`src/rtl/in_deserialize.sv`:
```
// in_deserialize: packs a per-feature serial stream back into wide per-node
// feature words, one INPUT_DIM*PRECISION-bit word per node address. It pulses
// frame completion every WORDS_PER_FRAME words and flags words that are
// abandoned part-way through.
module in_deserialize #(
  parameter int GRAPH_SIZE      = 4,
  parameter int PRECISION       = 8,
  parameter int INPUT_DIM       = 64,
  parameter int ADDR_WIDTH      = $clog2(GRAPH_SIZE*GRAPH_SIZE*GRAPH_SIZE),
  parameter int WORDS_PER_FRAME = GRAPH_SIZE*GRAPH_SIZE,
  parameter int OUT_DATA_WIDTH  = INPUT_DIM*PRECISION
) (
  input  logic                      clk,
  input  logic                      reset,
  input  logic [ADDR_WIDTH-1:0]     in_addr,
  input  logic [PRECISION-1:0]      in_data,
  input  logic                      in_valid,
  output logic [ADDR_WIDTH-1:0]     out_addr,
  output logic [OUT_DATA_WIDTH-1:0] out_data,
  output logic                      out_we,
  output logic                      out_frame_done,
  output logic                      err_partial
);

  localparam int LANE_W = (INPUT_DIM > 1) ? $clog2(INPUT_DIM) : 1;
  localparam int FC_W   = (WORDS_PER_FRAME > 1) ? $clog2(WORDS_PER_FRAME) : 1;

  typedef enum logic {IDLE, FILL} state_t;

  state_t                    state_q, state_d;
  logic [LANE_W-1:0]         lane_q, lane_d;
  logic [ADDR_WIDTH-1:0]     cur_addr_q, cur_addr_d;
  logic [OUT_DATA_WIDTH-1:0] asm_q, asm_d;
  logic [FC_W-1:0]           frame_cnt_q, frame_cnt_d;
  logic [ADDR_WIDTH-1:0]     out_addr_q, out_addr_d;
  logic [OUT_DATA_WIDTH-1:0] out_data_q, out_data_d;
  logic                      out_we_q, out_we_d;
  logic                      frame_done_q, frame_done_d;
  logic                      err_q, err_d;
  logic                      complete;

  // Next-state logic: lane assembly, address tracking, completion and frame count
  always_comb begin
    state_d      = state_q;
    lane_d       = lane_q;
    cur_addr_d   = cur_addr_q;
    asm_d        = asm_q;
    frame_cnt_d  = frame_cnt_q;
    out_addr_d   = out_addr_q;
    out_data_d   = out_data_q;
    out_we_d     = 1'b0;
    frame_done_d = 1'b0;
    err_d        = 1'b0;
    complete     = 1'b0;

    if (in_valid) begin
      if (state_q == IDLE || in_addr != cur_addr_q) begin
        // Start of a new word; in FILL this abandons the partial word.
        if (state_q == FILL) err_d = 1'b1;
        cur_addr_d = in_addr;
        asm_d[PRECISION-1:0] = in_data;
        if (INPUT_DIM == 1) begin
          complete = 1'b1;
          lane_d   = '0;
          state_d  = IDLE;
        end else begin
          lane_d  = LANE_W'(1);
          state_d = FILL;
        end
      end else begin
        asm_d[int'(lane_q)*PRECISION +: PRECISION] = in_data;
        if (lane_q == LANE_W'(INPUT_DIM-1)) begin
          complete = 1'b1;
          lane_d   = '0;
          state_d  = IDLE;
        end else begin
          lane_d = lane_q + LANE_W'(1);
        end
      end
    end

    // The final beat is merged via asm_d, so the word is written without
    // waiting for the assembly register to update.
    if (complete) begin
      out_we_d   = 1'b1;
      out_addr_d = cur_addr_d;
      out_data_d = asm_d;
      if (frame_cnt_q == FC_W'(WORDS_PER_FRAME-1)) begin
        frame_done_d = 1'b1;
        frame_cnt_d  = '0;
      end else begin
        frame_cnt_d = frame_cnt_q + FC_W'(1);
      end
    end
  end

  // Control and output registers; reset drops any partial word silently
  always_ff @(posedge clk) begin
    if (reset) begin
      state_q      <= IDLE;
      lane_q       <= '0;
      frame_cnt_q  <= '0;
      out_addr_q   <= '0;
      out_data_q   <= '0;
      out_we_q     <= 1'b0;
      frame_done_q <= 1'b0;
      err_q        <= 1'b0;
    end else begin
      state_q      <= state_d;
      lane_q       <= lane_d;
      frame_cnt_q  <= frame_cnt_d;
      out_addr_q   <= out_addr_d;
      out_data_q   <= out_data_d;
      out_we_q     <= out_we_d;
      frame_done_q <= frame_done_d;
      err_q        <= err_d;
    end
  end

  // Assembly datapath: current address and lane contents, never reset
  always_ff @(posedge clk) begin
    cur_addr_q <= cur_addr_d;
    asm_q      <= asm_d;
  end

  assign out_addr       = out_addr_q;
  assign out_data       = out_data_q;
  assign out_we         = out_we_q;
  assign out_frame_done = frame_done_q;
  assign err_partial    = err_q;

endmodule

```
`config.mk`:
```
export PLATFORM = sky130hd
export DESIGN_NAME = in_deserialize
export DESIGN_NICKNAME = d
export VERILOG_FILES = /design/src/rtl/in_deserialize.sv
export SDC_FILE = /design/constraint.sdc
export NUM_CORES = 2
export LEC_CHECK = 0
export CAP_MARGIN = 20
export CORE_MARGIN = 2
export CORE_UTILIZATION = 58
export DETAILED_ROUTE_END_ITERATION = 16
export MAX_ROUTING_LAYER = met4
export PLACE_DENSITY = 0.82
export SETUP_SLACK_MARGIN = 0.05
export SKIP_LAST_GASP = 1
export SLEW_MARGIN = 20
export SYNTH_ARGS = -nofsm -noshare
export SYNTH_HDL_FRONTEND = slang
export SYNTH_SLANG_ARGS = --single-unit
export TNS_END_PERCENT = 30
```
`constraint.sdc`:
```
create_clock -name clk -period 6.01 [get_ports clk]
set_clock_uncertainty 0.1 [all_clocks]
set_input_delay 1.803 -clock clk [delete_from_list [all_inputs] [get_ports clk]]
set_output_delay 1.803 -clock clk [all_outputs]
set_load 0.01 [all_outputs]
```
==> metrics <==
status finished clean; chip width 257 um; post-synthesis simple-gate area fraction 0.171; core area 0.0632 mm2; CTS root buffer clkbuf_16; Design Power 13.9 mW; CP Launch Type input port; Top FF cell, synth dfxtp_1; CTS sink count 1050; dpl cells 5168; Detailed Route Iter0 Violations 2872; Gate power share 0.022; Hold WC Path Type reg -> reg; CTS max path bufs 3; Die Area 0.0662 mm2; final net count 4446; most frequent cells in the layout dfxtp_1, nand2_1, clkdlybuf4s50_1; hold buffer count at CTS 0; DRC 0; pre-CTS WS 0.750 ns; Clock Latency Late Sink 0.67 ns; NetSw 3.07 mW; mux share of post-synthesis cell area 0.0847; Layout Utilization 0.739; register area share after synthesis 0.565; worst slew margin relative to its limit 0.246; layout cells sized above 1 0.124; Async SR Flop Fraction 0; CTS tree yes; FF+latch count, synth 1050; Pre-antenna DRT Iters 6; starting density of the core 0.589; H-tree depth 3; Max VDD drop 0.222 mV; Final Hold Vio Count 0; crit path DAT 5.17 ns; Ys Warns 0; clock slew at reported path FFs 0.06 ns; P per Cell Area 299 mW/mm2; Slew Limit Fails 0; WHS 0.338 ns; Net Sw Frac 0.220; final setup margin 1.30 ns; post-cts sizing count 0; Layout fillers 4457; Post-synth EDFFs 0; # IOs 538; post-DR vias/cell 5.93; Tightest Pin Transition 1.12 ns; endpoints failing setup 0; area share of fa/ha/maj cells after synthesis 0.00135; Avg Cell Area, Syn 9.22 um2; WL final 120000 um; crit end category flop; Post-Synth XOR/XNOR Area 0.00447; vias in the first global route 30600; critical path class in -> reg; Final Wtd Congestion 0.897; vias 31800; Required @ worst endpoint 6.47 ns; # rows 92; Synth Cell Area 0.0372 mm2; part of the cycle the worst path needs 0.784; Synth cell types 56; Non-Filler Instances 5360; Worst Path Max Fanout 21; Finished Cell Area 0.0467 mm2; post-CTS setup buffer count 0; main combinational cell family by area after synthesis simple AND/OR/NAND/NOR gates; fmax 212 MHz; setup TNS 0 ns; initial antenna violation count 7; clock share of power 0.478; Internal 10.9 mW; gr ovfl total 0; CTS buffer count 101; I/O Buffers 537; GRT Total Usage 0.361; RSZ-0062 raised after global routing false; Synth Instances 4032; first-pass GRT wire length 180000 um; average wire per standard cell 22.4 um; largest net degree at the start of global routing 141; most common cell after layout, fill and taps aside dfxtp_1; Tmin final 4.71 ns; Seq pwr share 0.501; post-route ant nets 0; die extent in y 257 um; cell area after placement 0.0431 mm2; max-cap viol count 0; Synthesized Nets 4053; post-detail-place hpwl 79200 um; post-synthesis compound-gate area fraction 0.136; area grow syn2layout 25.5%; Pleak 17.3 nW
kinds of logic (layout without fill, tap and decap cells):
kind of cell | after synthesis | in the layout
xor gates and xnor gates | 19 | 19
muxes | 280 | 280
other | 0 | 6
and+or+nand+nor | 1484 | 1484
DFF | 1050 | 1050
buffers and inverters | 365 | 841
AOI/OAI and AO/OA | 830 | 830
adders and majority gates | 4 | 4
registers in the layout (all words and copies together), names as in the netlist:
signal,flops
out_frame_done,1
out_data,512
state_q,1
out_addr,6
asm_q,512
lane_q,6
err_partial,1
out_we,1
cur_addr_q,6
frame_cnt_q,4
synth_stat cells (6+ instances only):
| cell | instances | area (um2) |
|---|---|---|
| a311oi_1 | 108 | 946 |
| o21ai_0 | 260 | 1300 |
| nand2_1 | 685 | 2570 |
| buf_1 | 12 | 45.0 |
| o21a_1 | 48 | 360 |
| xnor2_1 | 10 | 87.6 |
| dfxtp_1 | 1050 | 21000 |
| o31ai_1 | 14 | 105 |
| xor2_1 | 9 | 78.8 |
| clkbuf_1 | 285 | 1070 |
| o21ba_2 | 8 | 80.1 |
| nor3_1 | 94 | 470 |
| buf_2 | 10 | 50.1 |
| and3_1 | 13 | 81.3 |
| nor4_1 | 15 | 93.8 |
| or3_1 | 30 | 188 |
| a21o_1 | 10 | 75.1 |
| a31oi_1 | 22 | 138 |
| nand3_1 | 115 | 576 |
| mux2_2 | 278 | 3130 |
| a211oi_1 | 63 | 473 |
| and2_1 | 29 | 181 |
| or4_1 | 6 | 45.0 |
| nor2_1 | 416 | 1560 |
| inv_1 | 55 | 206 |
| a21oi_1 | 262 | 1310 |
| and4_1 | 11 | 96.3 |
| o21bai_1 | 16 | 120 |
| nand4_1 | 42 | 263 |
final cells by class:
cell class / instances / area (um2) / area share
inverter: 55 / 206 / 0.00442
clock inverter: 53 / 666 / 0.0143
multi-input combinational: 2617 / 14900 / 0.320
tap: 846 / 1060 / 0.0227
antenna: 6 / 15.0 / 0.000322
timing repair buffer: 600 / 5940 / 0.127
sequential: 1050 / 21000 / 0.450
clock buffer: 133 / 2850 / 0.0610
power groups by stage:
stage          logic, mW  registers (mW)  clock network [mW]
4_1_cts            0.293            6.98                6.67
6_report           0.303            6.98                6.66
5_1_grt            0.314            6.98                6.97
3_5_place_dp       0.291            7.14                   0
2_1_floorplan      0.167            7.13                   0
3_3_place_gp       0.289            7.13                   0
per-layer routing:
metal / track usage / wire (um)
met5: - / 0
met4: 0.201 / 7170
met2: 0.574 / 56300
met1: 0.419 / 45700
met3: 0.0882 / 10800
worst max-delay path: stages:
cell and delay, ns:
clkdlybuf4s50_1 0.56, buf_4 0.29, nand3_1 0.23, nor4_2 0.18
buf_4 0.23, and3_1 0.81, nand4_1 0.60, mux2_2 0.44
worst paths after layout:
| check | start | endpoint | slack, ns | cells past startpoint |
|---|---|---|---|---|
| setup / recovery | in_valid | asm_q[85] | 1.30 | 8 |
| hold / removal | asm_q[478] | asm_q[478] | 0.34 | 2 |
| setup reg to reg | lane_q[1] | asm_q[85] | 1.54 | 7 |
| hold reg to reg | asm_q[478] | asm_q[478] | 0.34 | 2 |
No activity file was read; power rests on OpenSTA's default activity.
